`src/rtl/sobel_pkg.sv`:
```
// sobel_pkg: frame geometry and writer state encoding shared by the Sobel blocks.
package sobel_pkg;

  localparam int unsigned FRAME_W     = 800;
  localparam int unsigned FRAME_H     = 480;
  localparam int unsigned FRAME_WORDS = FRAME_W * FRAME_H;

  typedef enum logic [1:0] {
    IDLE      = 2'd0,
    WAIT_DATA = 2'd1,
    BURST     = 2'd2,
    DONE      = 2'd3
  } writer_state_e;

endpackage : sobel_pkg

```
`src/rtl/sobel_frame_writer.sv`:
```
// sobel_frame_writer: Avalon-MM burst write master that drains the Sobel result
// FIFO into one frame buffer at base_add and pulses endf after the last word.
// Optional build macro SOBEL_WRITER_STALL_CNT_EN adds the stall_cycles counter.
module sobel_frame_writer
  import sobel_pkg::*;
#(
  parameter int unsigned DATA_WIDTH    = 32,
  parameter int unsigned ADD_WIDTH     = 32,
  parameter int unsigned BURST_WIDTH_W = 6,
  parameter int unsigned BURST_LEN     = 32,
  parameter int unsigned FRAME_WORDS   = sobel_pkg::FRAME_WORDS,
  parameter int unsigned USEDW_WIDTH   = 9
) (
  input  logic                       clk,
  input  logic                       rst,
  input  logic                       start,
  input  logic [ADD_WIDTH-1:0]       base_add,
  output logic                       endf,
  input  logic [DATA_WIDTH-1:0]      fifo_q,
  input  logic [USEDW_WIDTH-1:0]     fifo_usedw,
  output logic                       fifo_rdreq,
  output logic [ADD_WIDTH-1:0]       ram_w_address,
  output logic                       ram_w_write,
  output logic [DATA_WIDTH-1:0]      ram_w_writedata,
  output logic [DATA_WIDTH/8-1:0]    ram_w_byteenable,
  output logic [BURST_WIDTH_W-1:0]   ram_w_burstcount,
  input  logic                       ram_w_waitrequest
`ifdef SOBEL_WRITER_STALL_CNT_EN
  ,
  output logic [31:0]                stall_cycles
`endif
);

  localparam int unsigned WL_W = 19;
  localparam int unsigned BE_W = DATA_WIDTH / 8;

  writer_state_e            state_q;
  logic [WL_W-1:0]          words_left_q;
  logic [BURST_WIDTH_W-1:0] beats_q;
  logic [BURST_WIDTH_W-1:0] bcount_q;
  logic [ADD_WIDTH-1:0]     addr_q;
  logic                     write_q;
  logic                     endf_q;

  logic [BURST_WIDTH_W-1:0] blen_c;
  logic                     data_ready_c;
  logic                     beat_acc_c;
  logic [ADD_WIDTH-1:0]     addr_step_c;
  logic                     start_ok_c;

  // Burst length, FIFO readiness, beat acceptance and end-of-burst address step
  always_comb begin
    blen_c = BURST_WIDTH_W'(BURST_LEN);
    if (words_left_q < WL_W'(BURST_LEN)) begin
      blen_c = BURST_WIDTH_W'(words_left_q);
    end
    data_ready_c = 32'(fifo_usedw) >= 32'(blen_c);
    beat_acc_c   = write_q & ~ram_w_waitrequest;
    addr_step_c  = ADD_WIDTH'(bcount_q) * ADD_WIDTH'(BE_W);
    start_ok_c   = start & ((state_q == IDLE) | (state_q == DONE));
  end

  // Writer FSM with address, burst and frame word counters
  always_ff @(posedge clk) begin
    if (rst) begin
      state_q      <= IDLE;
      words_left_q <= '0;
      beats_q      <= '0;
      bcount_q     <= '0;
      addr_q       <= '0;
      write_q      <= 1'b0;
      endf_q       <= 1'b0;
    end else begin
      endf_q <= 1'b0;
      case (state_q)
        IDLE, DONE: begin
          if (start) begin
            addr_q       <= base_add;
            words_left_q <= WL_W'(FRAME_WORDS);
            state_q      <= WAIT_DATA;
          end
        end
        WAIT_DATA: begin
          if (data_ready_c) begin
            bcount_q <= blen_c;
            beats_q  <= blen_c;
            write_q  <= 1'b1;
            state_q  <= BURST;
          end
        end
        BURST: begin
          if (beat_acc_c) begin
            beats_q      <= beats_q - BURST_WIDTH_W'(1);
            words_left_q <= words_left_q - WL_W'(1);
            if (beats_q == BURST_WIDTH_W'(1)) begin
              write_q <= 1'b0;
              addr_q  <= addr_q + addr_step_c;
              if (words_left_q == WL_W'(1)) begin
                state_q <= DONE;
                endf_q  <= 1'b1;
              end else begin
                state_q <= WAIT_DATA;
              end
            end
          end
        end
        default: state_q <= IDLE;
      endcase
    end
  end

`ifdef SOBEL_WRITER_STALL_CNT_EN
  logic [31:0] stall_q;

  // Saturating count of cycles the slave stalls an active write
  always_ff @(posedge clk) begin
    if (rst || start_ok_c) begin
      stall_q <= '0;
    end else if (write_q && ram_w_waitrequest && (stall_q != '1)) begin
      stall_q <= stall_q + 32'd1;
    end
  end

  assign stall_cycles = stall_q;
`else
  logic unused_start_ok;
  assign unused_start_ok = start_ok_c;
`endif

  assign endf             = endf_q;
  assign ram_w_address    = addr_q;
  assign ram_w_write      = write_q;
  assign ram_w_burstcount = bcount_q;
  assign ram_w_byteenable = '1;
  assign ram_w_writedata  = fifo_q;
  assign fifo_rdreq       = beat_acc_c;

endmodule : sobel_frame_writer
```
`config.mk`:
```
export PLATFORM = sky130hd
export DESIGN_NAME = sobel_frame_writer
export DESIGN_NICKNAME = d
export VERILOG_FILES = /design/src/rtl/sobel_pkg.sv /design/src/rtl/sobel_frame_writer.sv
export SDC_FILE = /design/constraint.sdc
export NUM_CORES = 1
export LEC_CHECK = 0
export BUFFER_PORTS_ARGS = -buffer_cell sky130_fd_sc_hd__buf_2
export CORE_ASPECT_RATIO = 1.25
export CORE_UTILIZATION = 47
export CTS_CLUSTER_SIZE = 16
export DETAILED_ROUTE_END_ITERATION = 16
export PLACE_DENSITY_LB_ADDON = 0.05
export SYNTH_ARGS = -nofsm -noshare
export SYNTH_HDL_FRONTEND = slang
export SYNTH_SLANG_ARGS = --single-unit
```
`constraint.sdc`:
```
create_clock -name clk -period 3 [get_ports clk]
set_clock_uncertainty 0.2 [all_clocks]
set_input_delay 0.6 -clock clk [delete_from_list [all_inputs] [get_ports clk]]
set_output_delay 0.6 -clock clk [all_outputs]
set_load 0.005 [all_outputs]
```
==> results.md <==
- Status: finished, final reports clean
- Total grt overflow: 0
- Cell Rows: 40
- Initial Util: 49.0%
- Main combinational cell family by area after synthesis: simple AND/OR/NAND/NOR gates
- Max Freq: 0.348 GHz
- Final setup violation count: 0
- Reg2reg setup slack: 0.12 ns
- Post-synth top cells: dfxtp_1 (67), nor2_1 (48), nand2_1 (44), a21oi_1 (40), buf_4 (36)
- Fillers: 940
- Yosys cell types: 74
- Hold WC Path Type: flop to flop
- Critical path required time: 3.06 ns
- Startpoint Class: flop
- Largest area contributor in the netlist: dfxtp_1
- Leak: 0.00230 uW
- Asr flop ratio synth: 0%
- Synth Area in Simple Gates: 27.1%
- Yosys top cell area share: about 28%
- Hold-fix buffers, CTS: 0
- CP max stage cell: dfxtp_1
- Cells on worst reg2reg path: 13
- Post-layout util: 58.0%
- Core ar.: around 10000 um2
- Fraction of layout cells with a size suffix above 1: approximately 25%
- Crit path from: words_left_q[13]$_SDFFE_PP0P_
- Crit path time final: 2.88 ns
- Clk_lat worst skew: 0.34 ns
- Crit path DAT: 2.94 ns
- Pwr dens: 677 nW/um2
- CTS max path bufs: 2
- Port Buffers: 85
- CTS tree: yes
- Initial antenna violation count: 0
- TritonCTS buffer count: 9
- Warnings from Yosys: 0
- Post-DRT Antenna Nets: 0
- Top post-synthesis cells by area: dfxtp_1 (28%), buf_4 (5.7%), ha_1 (5.0%), a21oi_1 (4.2%), nor2_1 (3.8%)
- Post-synthesis adder-cell area fraction: 5.39%
- Number of global-route vias before repair: 4,754
- Power Internal: 2420 uW
- Comb pwr share: ~37%
- Yosys reg bits: 67
- First-pass GRT wire length: 23,600 um
- Root buf cell: clkbuf_16
- DR iter-0 viols: around 230
- Most frequent cell after synthesis: dfxtp_1
- DR WL/cell: 18.5 um
- Final Net Count: 761
- R2r endpoint: beats_q[3]$_SDFFE_PP0P_
- XOR/XNOR Fraction of Synth Area: 3.12%
- Seq/Total Area, Yosys: 28.1%
- Die Wd: 92.2 um
- Slew HR: a little under three fifths
- Worst IR drop on VDD: 515 uV
- Critical path's top delay family: simple AND/OR/NAND/NOR gates
- Total Routing Usage GR: 28.2%
- Worst-Margin Slew: 0.662 ns
- Clock transition at path regs: 0.06 ns
- Detailed-route vias per instance: approximately 6.3
- DRC: 0
- Worst Path Max Fanout: 8
- Crit share post-route: 95.9%
- Crit path largest cell delay: 0.32 ns
- Crit path capture: beats_q[3]$_SDFFE_PP0P_
- WP depth: 13
- Switching share of power: 36.8%
- R2r startpoint: words_left_q[13]$_SDFFE_PP0P_
- Layout overhead on the synthesized area: 18.4%
- Final WS setup: 0.124 ns
- Final WL: 14,700 um
- Dominant synthesized flop cell: dfxtp_1
- Post-Place Worst Slack: -0.0469 ns
- Clock power share: between 30% and 40%
- First drt pass iteration count: 6
- Critical path class: flop to flop
- Die H: ~110 um
- Post-Synthesis Cells: 599
- Endpoints failing hold: 0
- Seq pwr share: 32.2%
- Syn Area/Cell: 7.98 um2
- CP bufs+invs: 3
- Via Count: 4,997
- DIE AREA: 10,600 um2
- Post-DP HPWL: 10,500 um
- Number of enable flip-flop cells after synthesis: 0
- Max_cap viols: 0
- Synthesized area: 4780 um2
- Routability cong.: just under 0.9
- Max Slew Vio Count: 0
- NetSw: 1410 uW
- Crit-path cells: nor4_2 -> nand3_1 -> nor2_2 -> buf_6 -> nand2_1 -> ha_1 -> a21oi_2 -> o21ai_4 -> buf_4 -> a41oi_4 -> buf_6 -> nand3_1 -> a31oi_1
- Crit. End Element: flop
- Mux share of post-synthesis cell area: less than 1%
- Synth Area in Compound Gates: 24.8%
- Largest net degree at the start of global routing: 31
- Ant diodes: 0
- I/O pin cnt: 154
- CTS H-tree lvls: 3
- CTS Sinks: 67
worst min-delay path by stage:
stage / start / to / cells after the start / slack (ns)
finish: ram_w_address[0]$_SDFFE_PP0P_ / ram_w_address[0]$_SDFFE_PP0P_ / 2 / 0.28
CTS: ram_w_address[0]$_SDFFE_PP0P_ / ram_w_address[0]$_SDFFE_PP0P_ / 2 / 0.29
floorplan: ram_w_write$_SDFFE_PP0P_ / ram_w_write$_SDFFE_PP0P_ / 2 / 0.27
global route: ram_w_write$_SDFFE_PP0P_ / ram_w_write$_SDFFE_PP0P_ / 2 / 0.33
detailed placement: ram_w_address[0]$_SDFFE_PP0P_ / ram_w_address[0]$_SDFFE_PP0P_ / 2 / 0.27
global placement: ram_w_address[0]$_SDFFE_PP0P_ / ram_w_address[0]$_SDFFE_PP0P_ / 2 / 0.26
cell usage in the layout, fill, tap and decap left out, types with 5 or more instances in the layout:
cell type	netlist	layout
o211ai_1	11	11
nor4_1	12	11
a31o_2	6	6
nand2_1	44	44
nor2_1	48	47
xnor2_1	8	8
o221ai_1	5	5
inv_1	22	22
nand3_1	21	21
clkbuf_16	0	9
dfxtp_1	67	67
a211oi_1	11	11
or3_1	6	6
or4_1	9	9
buf_4	36	34
nand2b_1	5	5
o21ai_0	17	15
nor2b_1	8	7
nand4_1	19	19
and3_1	13	13
xor2_1	9	9
ha_1	19	18
and4_1	5	5
nor3_1	16	14
a22oi_1	7	7
buf_2	13	85
a21oi_1	40	39
a31oi_1	15	15
flip-flops by register name (all words and copies together) (netlist names):
signal	flops
ram_w_burstcount	6
words_left_q	19
state_q	2
endf	1
ram_w_address	32
beats_q	6
ram_w_write	1
power by group through the flow:
stage | clock network (uW) | registers (uW) | logic, uW
2_1_floorplan | 0 | 1210 | 930
3_3_place_gp | 0 | 1240 | 1350
3_5_place_dp | 0 | 1250 | 1370
4_1_cts | 1190 | 1230 | 1380
5_1_grt | 1240 | 1260 | 1560
6_report | 1180 | 1230 | 1410
stage by stage:
stage	std cells	hold WS, ns	area [um2]	TNS [ns]	total power (uW)
after CTS	792	0.287	5580	0	3800
after global routing	794	0.326	5660	-0.101	4060
after detailed placement	777	0.274	5250	-0.0469	2620
after floorplan	602	0.267	4800	-0.00101	2140
after global placement	777	0.261	5250	0	2590
final	794	0.278	5660	0	3830
layout make-up:
type                       count  area [um2]  area share, %
inverter                      22        82.6           1.46
clock buffer                  11         253           4.47
tap                          126         158           2.79
multi-input combinational    441        3010           53.1
timing repair buffer         123         743           13.1
clock inverter                 4        73.8           1.31
sequential                    67        1340           23.7
logic make-up (layout without fill, tap and decap cells):
| kind of cell | after synthesis | count (layout) |
|---|---|---|
| buffers and inverters | 95 | 160 |
| AO/OA/AOI/OAI | 165 | 166 |
| other | 1 | 4 |
| multiplexers | 3 | 3 |
| XOR/XNOR | 17 | 17 |
| flip-flops | 67 | 67 |
| AND/OR/NAND/NOR | 231 | 231 |
| adder cells (fa/ha/maj) | 20 | 20 |
repair_timing:
item                                    4_1_cts  5_1_grt
pin swaps                                     0        4
gates resized for setup                       1       14
buffers inserted                              0        1
endpoints found under the setup margin        4       14
cloned                                        0        1
per-layer routing:
layer	up-vias	part of all wire, %	global-route usage (%)
met1	2372	41	33.5
li1	2362	-	-
met2	216	49	47.7
met3	47	6.2	5.42
met5	-	0	0
met4	0	3.9	16.0
worst reg2reg max path, stage by stage (launching register included):
cell and delay [ns]:
dfxtp_1 0.32, nor4_2 0.31, nand3_1 0.18, nor2_2 0.18
buf_6 0.14, nand2_1 0.06, ha_1 0.30, a21oi_2 0.20
o21ai_4 0.10, buf_4 0.15, a41oi_4 0.25, buf_6 0.16
nand3_1 0.08, a31oi_1 0.18
Power figures use the tool's default switching activity.
